===== config.mk =====
export PLATFORM = sky130hd
export DESIGN_NAME = traffic_light_monitor
export DESIGN_NICKNAME = d
export VERILOG_FILES = /design/src/rtl/traffic_light_monitor.sv
export SDC_FILE = /design/constraint.sdc
export NUM_CORES = 1
export LEC_CHECK = 0
export CAP_MARGIN = 20
export CORE_ASPECT_RATIO = 0.7
export CORE_MARGIN = 2
export CORE_UTILIZATION = 50
export DETAILED_ROUTE_END_ITERATION = 6
export GPL_TIMING_DRIVEN = 0
export PLACE_DENSITY = 0.76
export RECOVER_POWER = 50
export SKIP_CTS_REPAIR_TIMING = 1
export SLEW_MARGIN = 20
export SYNTH_ARGS = -nofsm -noshare
export SYNTH_HDL_FRONTEND = slang
export SYNTH_SLANG_ARGS = --single-unit

===== constraint.sdc =====
create_clock -name CLK -period 2.94 [get_ports CLK]
set_clock_uncertainty 0.15 [all_clocks]
set_input_delay 0.588 -clock CLK [delete_from_list [all_inputs] [get_ports CLK]]
set_output_delay 0.588 -clock CLK [all_outputs]
set_load 0.01 [all_outputs]

===== src/rtl/traffic_light_monitor.sv =====
// traffic_light_monitor: receive-side checker for the 4-approach light bus.
// Decodes NS/EW/SN/WE into a phase 0..7 and checks exclusivity, code
// legality, phase order and dwell times. All outputs are registered.
module traffic_light_monitor #(
    parameter int GREEN_CYCLES  = 6,
    parameter int YELLOW_CYCLES = 3,
    parameter int CNT_W         = 8
) (
    input  logic             CLK,
    input  logic             CLEAR,
    input  logic [1:0]       NS,
    input  logic [1:0]       SN,
    input  logic [1:0]       EW,
    input  logic [1:0]       WE,
    output logic [2:0]       PHASE,
    output logic             PHASE_VALID,
    output logic             CONFLICT,
    output logic             BAD_CODE,
    output logic             ALL_RED,
    output logic             SEQ_ERR,
    output logic             TIME_ERR,
    output logic             ERR_STICKY,
    output logic [CNT_W-1:0] ROT_CNT
);

    typedef enum logic {SYNC, TRACK} state_t;

    localparam logic [CNT_W-1:0] G_LIM = CNT_W'(GREEN_CYCLES);
    localparam logic [CNT_W-1:0] Y_LIM = CNT_W'(YELLOW_CYCLES);
    localparam logic [CNT_W-1:0] C_MAX = '1;

    state_t           r_state, w_state;
    logic [2:0]       r_phase, w_phase_nxt;
    logic [CNT_W-1:0] r_dwell, w_dwell;
    logic             r_timed, w_timed;
    logic [CNT_W-1:0] r_rot, w_rot;
    logic             r_cf, r_bc, r_ar, r_se, r_te, r_sticky;
    logic             w_cf, w_bc, w_ar, w_se, w_te;

    // Approaches listed in phase-index order: NS=0, EW=1, SN=2, WE=3.
    logic [3:0][1:0]  w_code;
    logic [2:0]       w_cnt;
    logic [1:0]       w_idx;
    logic             w_yel, w_bad, w_valid;
    logic [2:0]       w_phase;
    logic [CNT_W-1:0] w_limit;

    assign w_code = {WE, SN, EW, NS};

    // Decode the bus: count non-RED approaches, spot illegal codes, build phase.
    always_comb begin
        w_cnt = 3'd0;
        w_idx = 2'd0;
        w_yel = 1'b0;
        w_bad = 1'b0;
        for (int i = 0; i < 4; i++) begin
            if (w_code[i] != 2'b00) begin
                w_cnt = w_cnt + 3'd1;
                w_idx = 2'(i);
                w_yel = (w_code[i] == 2'b01);
            end
            if (w_code[i] == 2'b11) w_bad = 1'b1;
        end
    end

    assign w_valid = (w_cnt == 3'd1) && !w_bad;
    assign w_phase = {w_idx, w_yel};
    // Dwell limit always refers to the phase currently being tracked.
    assign w_limit = r_phase[0] ? Y_LIM : G_LIM;

    // Next-state and pulse logic for the SYNC/TRACK checker.
    always_comb begin
        w_state     = r_state;
        w_phase_nxt = r_phase;
        w_dwell     = r_dwell;
        w_timed     = r_timed;
        w_rot       = r_rot;
        w_cf        = 1'b0;
        w_bc        = 1'b0;
        w_ar        = 1'b0;
        w_se        = 1'b0;
        w_te        = 1'b0;
        if (!w_valid) begin
            w_cf    = (w_cnt > 3'd1);
            w_bc    = w_bad;
            w_ar    = (w_cnt == 3'd0);
            w_state = SYNC;
            w_timed = 1'b0;
        end else if (r_state == SYNC) begin
            // First phase after (re)sync is taken on trust and left untimed.
            w_phase_nxt = w_phase;
            w_dwell     = CNT_W'(1);
            w_timed     = 1'b0;
            w_state     = TRACK;
        end else if (w_phase == r_phase) begin
            if (r_dwell != C_MAX) w_dwell = r_dwell + CNT_W'(1);
            // Overrun is flagged only on the step limit -> limit+1.
            w_te = (r_dwell == w_limit) && (r_dwell != C_MAX);
        end else begin
            w_se = (w_phase != 3'(r_phase + 3'd1));
            // Overrun was already reported while dwelling; only underrun here.
            w_te = r_timed && (r_dwell < w_limit);
            if (r_phase == 3'd7 && w_phase == 3'd0 && !w_se && r_rot != C_MAX)
                w_rot = r_rot + CNT_W'(1);
            w_phase_nxt = w_phase;
            w_dwell     = CNT_W'(1);
            w_timed     = 1'b1;
        end
    end

    // State, tracking registers and one-cycle error pulses.
    always_ff @(posedge CLK or posedge CLEAR) begin
        if (CLEAR) begin
            r_state  <= SYNC;
            r_phase  <= 3'd0;
            r_dwell  <= '0;
            r_timed  <= 1'b0;
            r_rot    <= '0;
            r_cf     <= 1'b0;
            r_bc     <= 1'b0;
            r_ar     <= 1'b0;
            r_se     <= 1'b0;
            r_te     <= 1'b0;
            r_sticky <= 1'b0;
        end else begin
            r_state  <= w_state;
            r_phase  <= w_phase_nxt;
            r_dwell  <= w_dwell;
            r_timed  <= w_timed;
            r_rot    <= w_rot;
            r_cf     <= w_cf;
            r_bc     <= w_bc;
            r_ar     <= w_ar;
            r_se     <= w_se;
            r_te     <= w_te;
            r_sticky <= r_sticky | w_cf | w_bc | w_ar | w_se | w_te;
        end
    end

    assign PHASE       = r_phase;
    assign PHASE_VALID = (r_state == TRACK);
    assign CONFLICT    = r_cf;
    assign BAD_CODE    = r_bc;
    assign ALL_RED     = r_ar;
    assign SEQ_ERR     = r_se;
    assign TIME_ERR    = r_te;
    assign ERR_STICKY  = r_sticky;
    assign ROT_CNT     = r_rot;

endmodule


==> metrics.cfg <==
[status]
status=finished clean

[route]
first_pass_iters=4
ant_nets=0
wl_per_cell_um=15.4
drt-initial-drc-count=77
drc=0
via_per_inst=6.01
drt-total-wl_um=3730
vias=1455

[power]
ir_drop_v=0.000377
p_int_uw=669
power_frac_comb=0.345
p_seq_frac=0.440
p_switching_uw=349
cellPowerDensity_mw_per_mm2=479
total_leakage_power_uw=0.000912
clkPwrFrac=0.216
p_sw_frac=0.343

[global_routing]
grt_pass1_wl_um=6150
grtUsageTotal=0.214
grt_max_degree=28
grt_overflow_total=0
antenna_found_initial=0
grt_pass1_vias=1325

[floorplan]
num_rows=17
die_w_um=72.9
initial_core_util=0.525
ioPinCount=28
fp.dieH_um=52.3
core_mm2=0.00317
dieArea_mm2=0.00381

[synth]
synth_area_mm2=0.00166
yosysTopAreaCellShare=0.406
ys_types=48
syn-instance-count=169
yosysWarnings=0
yosys-top-cells-area=dfrtp_1 41%, ha_1 6.8%, xnor2_1 5.3%
synthesis.nets=188
syn_area_per_cell_um2=9.84
ys_seq_area_frac=0.406
synth_seq_cells=27
yosys.area.top_type=dfrtp_1

[finish]
final_net_count=224
instances_no_fill=242
syn2layout_area_growth_pct=27.8
drive_above_1_share=0.137
fillerInstances=247
seqCellArea_um2=676
multi_input_area_um2=952
n_antenna_cell=0

[setup_path]
rrSetupSlack_ns=0.58
required_ns=2.97
slowest_delay_ns=0.30
cp-end-kind=flip-flop
path_cells=dlymetal6s2s_1 -> nor2_4 -> inv_1 -> ha_4 -> xnor2_4 -> inv_2 -> ha_1 -> nor2_2 -> nand4b_1 -> and2_1 -> buf_6 -> clkinv_8 -> buf_12 -> nand2_1 -> o31ai_2
path_max_fanout=10
cp.arrival_ns=2.82
worst_setup_path_start_kind=primary input
path_class=in -> reg
critical-path-slowest-cell=ha_4

[cts]
cts_sinks=27
clk_latency_ns=0.28
path_clk_slew_ns=0.10
cts_buffer_depth=2
htree_levels=1
tritoncts=done
cts-root-buf=clkbuf_8
cts_made_buffers=3

[placement]
placed_cells=234
numPortBuffers=27
dp_hpwl_um=2730
gp_congestion=0.863

[worst_hold_path]
hold_class=reg -> reg

[sta]
relSlewSlack=0.316
fin_hold_ws_ns=0.354
period_share=0.949
tightest_slew_ns=1.03
setup_viol=0
fmax_ghz=0.358
rsz0062_at_grt=false
hold_violations=0
slew_viol_final=0
min_period_ns=2.79

[flow_run]
maxCapViolations=0

==> stage by stage <==
step	setup WS (ns)	area [um2]	TNS, ns	total power, uW	utilization
after global routing	0.00378	2120	0	1080	0.670
after floorplan	0.0571	1670	0	663	-
after global placement	-0.610	1980	-11.94	773	0.626
after CTS	-0.416	2030	-6.96	1010	0.641
final	0.150	2120	0	1020	0.670
after detailed placement	-0.682	1980	-13.52	790	0.626
==> power groups by stage <==
| stage | Clock, uW | Sequential (uW) | Combinational [uW] |
|---|---|---|---|
| floorplan | 0 | 460 | 203 |
| detailed placement | 0 | 455 | 335 |
| global route | 241 | 456 | 384 |
| global placement | 0 | 453 | 320 |
| CTS | 225 | 448 | 338 |
| finish | 219 | 447 | 351 |
==> cells in the final DEF, fill, tap and decap left out, drive strengths merged, types with 2 or more instances in the layout <==
cell	count
a22oi	2
and3	3
clkinv	2
dlymetal6s2s	6
dlygate4sd3	9
o31ai	3
xnor2	10
a21oi	6
nor4	2
nand3	9
or2	2
and4	2
mux2	2
nor2	18
o211ai	4
or4	2
mux2i	2
dfrtp	27
o21ai	8
and2	2
nand2	12
inv	8
xor2	3
clkdlybuf4s50	12
nand4	4
nor3	4
ha	9
buf	6
or3	2
clkbuf	4
a22o	2
nor2b	3
==> per-layer routing <==
layer	routed length [um]	track usage
met4	21	0.0278
met3	219	0.0462
met2	1740	0.347
met5	0	0
met1	1740	0.305
==> final timing paths <==
| check | startpoint | depth (start not counted) | endpoint |
|---|---|---|---|
| worst min register to register | ROT_CNT[7] | 1 | ROT_CNT[7] |
| worst min-delay path | ROT_CNT[7] | 1 | ROT_CNT[7] |
| worst max-delay path | EW[0] | 15 | r_dwell[2] |
| min in group asynchronous | CLEAR | 2 | CONFLICT |
| worst max register to register | PHASE[0] | 6 | ROT_CNT[1] |
| max in group asynchronous | CLEAR | 3 | PHASE[2] |
==> kinds of logic after synthesis <==
kind of cell	count (synthesis)	share of synthesized area
xor gates and xnor gates	13	0.0685
and+or+nand+nor	68	0.231
adders and majority gates	9	0.0677
muxes	4	0.0278
AOI/OAI and AO/OA	35	0.145
buffers and inverters	13	0.0534
DFF	27	0.406
==> critical path: cells and delay by family <==
kind            cells  cell delay [ns]
buf+inv             6             0.64
simple gates        5             0.63
fa+ha+maj           2             0.60
compound gates      1             0.23
xor+xnor            1             0.12
==> cells in the mapped netlist (all sizes together) <==
| master | n |
|---|---|
| buf | 3 |
| a21oi | 6 |
| ha | 9 |
| or4 | 2 |
| and2 | 2 |
| nand3 | 9 |
| nand2b | 1 |
| a22oi | 2 |
| nor3 | 4 |
| xor2 | 3 |
| a31oi | 1 |
| nand4 | 4 |
| xnor2 | 10 |
| o21bai | 1 |
| o21a | 1 |
| o211ai | 4 |
| a21boi | 1 |
| a22o | 2 |
| a41oi | 1 |
| nor2b | 3 |
| clkinv | 1 |
| and4 | 2 |
| nor2 | 18 |
| o21ai | 8 |
| a21o | 1 |
| nand2 | 12 |
| or2 | 2 |
| and3b | 1 |
| o2bb2ai | 1 |
| mux2i | 2 |
| o2111ai | 1 |
| mux2 | 2 |
| nand4b | 1 |
| dfrtp | 27 |
| o2111a | 1 |
| o31ai | 3 |
| nor4 | 2 |
| a2bb2oi | 1 |
| inv | 9 |
| and3 | 3 |
| or3 | 2 |
==> layout make-up <==
type / instances / share of cell area
buffer: 3 / 0.0183
clock buffer: 3 / 0.0194
clock inverter: 1 / 0.00353
inverter: 10 / 0.0236
multi-input combinational: 129 / 0.448
sequential: 27 / 0.318
tap: 38 / 0.0224
timing repair buffer: 31 / 0.147
==> state kept, by name (all words and copies together), names as in the netlist <==
| signal | flops |
|---|---|
| r_dwell | 8 |
| BAD_CODE | 1 |
| ROT_CNT | 8 |
| r_timed | 1 |
| PHASE | 3 |
| SEQ_ERR | 1 |
| ALL_RED | 1 |
| CONFLICT | 1 |
| ERR_STICKY | 1 |
| TIME_ERR | 1 |
| PHASE_VALID | 1 |
Note: power is estimated with default switching activity, not from simulation.
